### config.mk
export PLATFORM = sky130hd
export DESIGN_NAME = pattern_gen
export DESIGN_NICKNAME = d
export VERILOG_FILES = /design/src/rtl/pattern_gen.sv
export SDC_FILE = /design/constraint.sdc
export NUM_CORES = 1
export LEC_CHECK = 0
export CELL_PAD_IN_SITES_DETAIL_PLACEMENT = 1
export CELL_PAD_IN_SITES_GLOBAL_PLACEMENT = 1
export CORE_MARGIN = 4
export CORE_UTILIZATION = 49
export CTS_BUF_LIST = sky130_fd_sc_hd__clkbuf_8
export CTS_CLUSTER_SIZE = 24
export DETAILED_ROUTE_END_ITERATION = 7
export DONT_BUFFER_PORTS = 1
export GPL_TIMING_DRIVEN = 0
export PLACE_DENSITY = 0.9
export SKIP_LAST_GASP = 1
export SYNTH_ARGS = -nofsm -noshare
export SYNTH_HDL_FRONTEND = slang
export SYNTH_SLANG_ARGS = --single-unit
### constraint.sdc
create_clock -name clk -period 23.6 [get_ports clk]
set_clock_uncertainty 0.15 [all_clocks]
set_input_delay 4.72 -clock clk [delete_from_list [all_inputs] [get_ports clk]]
set_output_delay 4.72 -clock clk [all_outputs]
set_load 0.1 [all_outputs]
### src/rtl/pattern_gen.sv
// rtl/pattern_gen.sv - 240p test-pattern generator: pixel enable, NTSC/PAL timing, four RGB patterns
module pattern_gen #(
  parameter int CE_DIV    = 4,
  parameter int COLOR_W   = 8,
  parameter int H_ACTIVE  = 320,
  parameter int H_FP      = 15,
  parameter int H_SYNC    = 32,
  parameter int H_BP      = 33,
  parameter int V_ACTIVE  = 240,
  parameter int V_FP      = 4,
  parameter int V_SYNC    = 3,
  parameter int V_BP_NTSC = 15,
  parameter int V_BP_PAL  = 65
) (
  input  logic               clk,
  input  logic               reset,
  input  logic               pal,
  input  logic [1:0]         pattern_sel,
  output logic               ce_pix,
  output logic               hblank,
  output logic               hsync,
  output logic               vblank,
  output logic               vsync,
  output logic               frame_start,
  output logic [COLOR_W-1:0] r,
  output logic [COLOR_W-1:0] g,
  output logic [COLOR_W-1:0] b
);
  localparam int H_TOTAL      = H_ACTIVE + H_FP + H_SYNC + H_BP;
  localparam int V_TOTAL_NTSC = V_ACTIVE + V_FP + V_SYNC + V_BP_NTSC;
  localparam int V_TOTAL_PAL  = V_ACTIVE + V_FP + V_SYNC + V_BP_PAL;
  localparam int V_TOTAL_MAX  = (V_TOTAL_PAL > V_TOTAL_NTSC) ? V_TOTAL_PAL : V_TOTAL_NTSC;
  localparam int HC_W         = $clog2(H_TOTAL);
  localparam int VC_W         = $clog2(V_TOTAL_MAX);
  localparam int DIV_W        = $clog2(CE_DIV);
  localparam int FULL         = (1 << COLOR_W) - 1;
  localparam int MID          = 1 << (COLOR_W - 1);
  localparam int GRID_BG      = (FULL * 30 + 50) / 100;
  localparam int BOX_X0       = H_ACTIVE / 2 - 50;
  localparam int BOX_X1       = BOX_X0 + 99;
  localparam int BOX_Y0       = V_ACTIVE / 2 - 50;
  localparam int BOX_Y1       = BOX_Y0 + 99;
  localparam int SAFE_X0      = 32;
  localparam int SAFE_X1      = H_ACTIVE - 1 - 32;
  localparam int SAFE_Y0      = 25;
  localparam int SAFE_Y1      = V_ACTIVE - 1 - 25;

  logic [DIV_W-1:0]   div;
  logic [HC_W-1:0]    hc;
  logic [VC_W-1:0]    vc;
  logic               mode_q;
  logic [1:0]         pat_q;
  logic               h_last;
  logic               v_last;
  int                 hx;
  int                 vy;
  int                 bar;
  int                 step;
  int                 level;
  logic [2:0]         bar_idx;
  logic               grid_full;
  logic               grid_mid;
  logic               hb_nx;
  logic               hs_nx;
  logic               vb_nx;
  logic               vs_nx;
  logic [COLOR_W-1:0] pr;
  logic [COLOR_W-1:0] pg;
  logic [COLOR_W-1:0] pb;

  always_ff @(posedge clk) begin
    if (reset) begin
      div    <= '0;
      ce_pix <= 1'b0;
    end else if (div == DIV_W'(CE_DIV - 1)) begin
      div    <= '0;
      ce_pix <= 1'b1;
    end else begin
      div    <= div + 1'b1;
      ce_pix <= 1'b0;
    end
  end

  assign h_last = (hc == HC_W'(H_TOTAL - 1));
  assign v_last = (vc == (mode_q ? VC_W'(V_TOTAL_PAL - 1) : VC_W'(V_TOTAL_NTSC - 1)));

  // Mode and pattern are only sampled on the final pixel so every frame is uniform.
  always_ff @(posedge clk) begin
    if (reset) begin
      hc     <= '0;
      vc     <= '0;
      mode_q <= 1'b0;
      pat_q  <= 2'd0;
    end else if (ce_pix) begin
      if (h_last) begin
        hc <= '0;
        if (v_last) begin
          vc     <= '0;
          mode_q <= pal;
          pat_q  <= pattern_sel;
        end else begin
          vc <= vc + 1'b1;
        end
      end else begin
        hc <= hc + 1'b1;
      end
    end
  end

  always_comb begin
    hx      = int'(hc);
    vy      = int'(vc);
    bar     = hx / (H_ACTIVE / 8);
    step    = hx / (H_ACTIVE / 16);
    level   = (step * FULL) / 15;
    bar_idx = 3'(bar);
    grid_full = (hx == 0) || (hx == H_ACTIVE - 1) || (vy == 0) || (vy == V_ACTIVE - 1) ||
                (hx == H_ACTIVE / 2 - 1) || (hx == H_ACTIVE / 2) ||
                (vy == V_ACTIVE / 2 - 1) || (vy == V_ACTIVE / 2) ||
                (((hx == BOX_X0) || (hx == BOX_X1)) && (vy >= BOX_Y0) && (vy <= BOX_Y1)) ||
                (((vy == BOX_Y0) || (vy == BOX_Y1)) && (hx >= BOX_X0) && (hx <= BOX_X1));
    grid_mid  = (((hx == SAFE_X0) || (hx == SAFE_X1)) && (vy >= SAFE_Y0) && (vy <= SAFE_Y1)) ||
                (((vy == SAFE_Y0) || (vy == SAFE_Y1)) && (hx >= SAFE_X0) && (hx <= SAFE_X1));
    hb_nx = (hx >= H_ACTIVE);
    hs_nx = !((hx >= H_ACTIVE + H_FP) && (hx < H_ACTIVE + H_FP + H_SYNC));
    vb_nx = (vy >= V_ACTIVE);
    vs_nx = (vy >= V_ACTIVE + V_FP) && (vy < V_ACTIVE + V_FP + V_SYNC);
    pr = '0;
    pg = '0;
    pb = '0;
    case (pat_q)
      2'd0: begin
        pr = grid_full ? COLOR_W'(FULL) : (grid_mid ? COLOR_W'(MID) : COLOR_W'(GRID_BG));
        pg = pr;
        pb = pr;
      end
      // Bar order white..black maps onto inverted index bits.
      2'd1: begin
        pr = {COLOR_W{~bar_idx[1]}};
        pg = {COLOR_W{~bar_idx[2]}};
        pb = {COLOR_W{~bar_idx[0]}};
      end
      2'd2: begin
        pr = COLOR_W'(level);
        pg = pr;
        pb = pr;
      end
      default: begin
        pr = {COLOR_W{hc[0] ^ vc[0]}};
        pg = pr;
        pb = pr;
      end
    endcase
  end

  always_ff @(posedge clk) begin
    if (reset) begin
      hblank      <= 1'b0;
      hsync       <= 1'b1;
      vblank      <= 1'b0;
      vsync       <= 1'b0;
      frame_start <= 1'b0;
      r           <= '0;
      g           <= '0;
      b           <= '0;
    end else begin
      frame_start <= ce_pix && (hc == '0) && (vc == '0);
      if (ce_pix) begin
        hblank <= hb_nx;
        hsync  <= hs_nx;
        vblank <= vb_nx;
        vsync  <= vs_nx;
        r      <= (hb_nx || vb_nx) ? '0 : pr;
        g      <= (hb_nx || vb_nx) ? '0 : pg;
        b      <= (hb_nx || vb_nx) ? '0 : pb;
      end
    end
  end
endmodule
==> qor.txt <==
largest cells by area after synthesis: dfxtp_1 17%, ha_1 9.2%, nor2_1 5.8%
hold_buf cts: 0
Final #Nets: 882
Pre-Repair DR Iteration Count: 5
Synth Flop Type: dfxtp_1
Slew headroom: 25.8%
Clock power frac: 36.3%
htree depth: 2
GRT Total Usage: 27.3%
row cnt: 40
Synth async-reset ratio: 0%
Routed Antenna Nets: 0
Static Leak: 2.51 nW
CP arrival: 13190 ps
initial antenna violation count: 0
global route overflow: 0
Syn Area/Cell: 7.70 µm²
WP data required: 23650 ps
antenna cell count: 0
clock-pin slew on the worst setup and hold paths: 110 ps
top-area cell type share of the netlist area: 17.0%
Cell Pwr Density: 27.6 nW/µm²
peak supply drop: 0.0000224 V
worst skew pair latency: 330 ps
final hold vios: 0
r2r endpoint: g[0]
sequential share of the synthesized area: 17.0%
Num CTS Buffers: 5
Crit. End Element: flop
sw power: 0.0545 mW
CTS tree: yes
Yosys reg bits: 53
final design utilization: 53.5%
CP max stage delay: 640 ps
core area: 12300 µm²
max-slew violations: 0
RSZ-0062 raised after global routing: no
Die ar.: 14600 µm²
hold_sp: div[0]
WL final: 20300 µm
Max Buffers Root-to-Sink: 2
Fin Setup TNS: 0 ps
# IOs: 35
Final min period: 13130 ps
Final Setup Violations: 0
Cells after Synth: 810
Starting Density: 50.9%
Synth cell types: 95
cell taking the most area after synthesis: dfxtp_1
syn_nets: 875
Avg WL per Cell: 20.6 µm
die width: 121 µm
cts repair resizes: 0
Startpoint Class: flop
outcome: finished clean
max-cap check violation count: 0
Slew @ Worst Pin: 1100 ps
Crit-path slowest cell: a22oi_1
Placer Congestion: 0.957
dpl hpwl: 15900 µm
Post-DP Area: 6450 µm²
first-pass GRT wire length: 33300 µm
Worst R2R Start: hc[7]
crit path buf inv count: 2
overall power: 0.181 mW
# port buffers: 0
reg2reg setup slack: 10470 ps
Setup crit start: hc[7]
root buf cell: clkbuf_8
Fmax: 76.1 MHz
largest net degree at the start of global routing: 18
Area Growth Syn to Fin: 5.17%
layout cells sized above 1: 9.05%
FF-to-FF path depth: 43
critical path's top delay family: compound AO/OA/AOI/OAI gates
CP Max Fanout: 10
DR iter-0 viols: 515
Int Pwr: 0.127 mW
Remaining DRCs: 0
most common cell in the synthesized netlist: nor2_1
DIE HEIGHT: 121 µm
final instance area: 6560 µm²
Hold EP: div[0]
Hold Path Class: reg2reg
clk sink count: 53
Mapped Area: 6240 µm²
sequential share of power: 58.8%
sw frac: 30.1%
number of global-route vias before repair: 6504
Period Utilization, post-route: 55.7%
Gate power share: 4.9%
Yosys warnings: 0
DR vias/cell: 6.50
most instantiated cells after synthesis: 97 x nor2_1, 70 x a21oi_1, 58 x nand2_1
hold path cells: 1
EDFF count, synth: 0
Via Count: 6411
setup bufs post-CTS: 0
WS Path Type: reg2reg
## sequential cells by signal, summed over array words and instances, names as in the netlist
signal / flops
hc: 9
vc: 9
b: 8
g: 8
r: 8
div: 2
pat_q: 2
ce_pix: 1
frame_start: 1
hblank: 1
hsync: 1
mode_q: 1
vblank: 1
vsync: 1
## worst max-delay path by stage
stage	endpoint	slack [ps]	cells past startpoint
after floorplan	r[0]	12680	45
after global placement	g[0]	11230	45
after detailed placement	g[0]	10380	45
after CTS	g[0]	10290	45
after global routing	g[0]	9630	46
final	g[0]	10470	43
## power by group through the flow
stage / registers [mW] / logic, mW / clock network [mW]
final: 0.107 / 0.00887 / 0.0658
after global routing: 0.107 / 0.00985 / 0.0699
after CTS: 0.107 / 0.00877 / 0.0660
after detailed placement: 0.109 / 0.00856 / 0
after global placement: 0.109 / 0.00795 / 0
after floorplan: 0.108 / 0.00641 / 0
## logic make-up after synthesis
family | Yosys count | share of synthesized area, %
simple gates | 302 | 24.2
flops | 53 | 17.0
fa+ha+maj | 62 | 14.0
buf+inv | 76 | 4.95
xor+xnor | 31 | 4.59
compound gates | 273 | 33.0
mux | 13 | 2.25
## through the flow
step / cells / setup WS [ps] / hold slack, ps
finish: 986 / 10470 / 319
global route: 986 / 9630 / 336
CTS: 986 / 10290 / 327
detailed placement: 978 / 10380 / 312
global placement: 978 / 11230 / 266
floorplan: 810 / 12680 / 258
## placed cells by master, fill, tap and decap left out, types with 4 or more instances in the layout
cell type,instances
nor2_1,97
a21oi_1,70
nand2_1,58
dfxtp_1,53
o21ai_0,46
ha_1,46
inv_1,36
nand2b_1,32
clkbuf_1,28
nor3_1,25
xnor2_1,15
a211oi_1,15
xor2_1,14
nand3_1,14
fa_1,14
nor2b_1,13
mux2i_1,11
o211ai_1,10
a31oi_1,9
nor4_1,9
a21o_1,8
or2_2,8
and2_1,8
o2111ai_1,8
nand4_1,8
o21ai_1,8
a211oi_2,7
buf_2,6
o22ai_1,6
and3_1,6
o32a_1,5
clkbuf_8,5
o31ai_1,4
a311oi_1,4
o21a_1,4
o211a_1,4
a211o_1,4
o31a_1,4
## layout make-up
class,count,area (µm²)
Fill cell,1533,5700
Multi-Input combinational cell,681,4870
Sequential cell,53,1060
Tap cell,168,210
Buffer,40,174
Inverter,36,135
Clock buffer,5,68.8
Clock inverter,3,43.8
## layer usage
layer / GRT usage, % / share of wire [%] / vias to the layer above
li1: - / - / 3003
met5: 0 / 0 / -
met2: 46.2 / 48 / 192
met1: 37.3 / 45 / 3184
met3: 3.36 / 4.9 / 32
met4: 5.95 / 1.6 / 0
No activity file was read; power rests on OpenSTA's default activity.
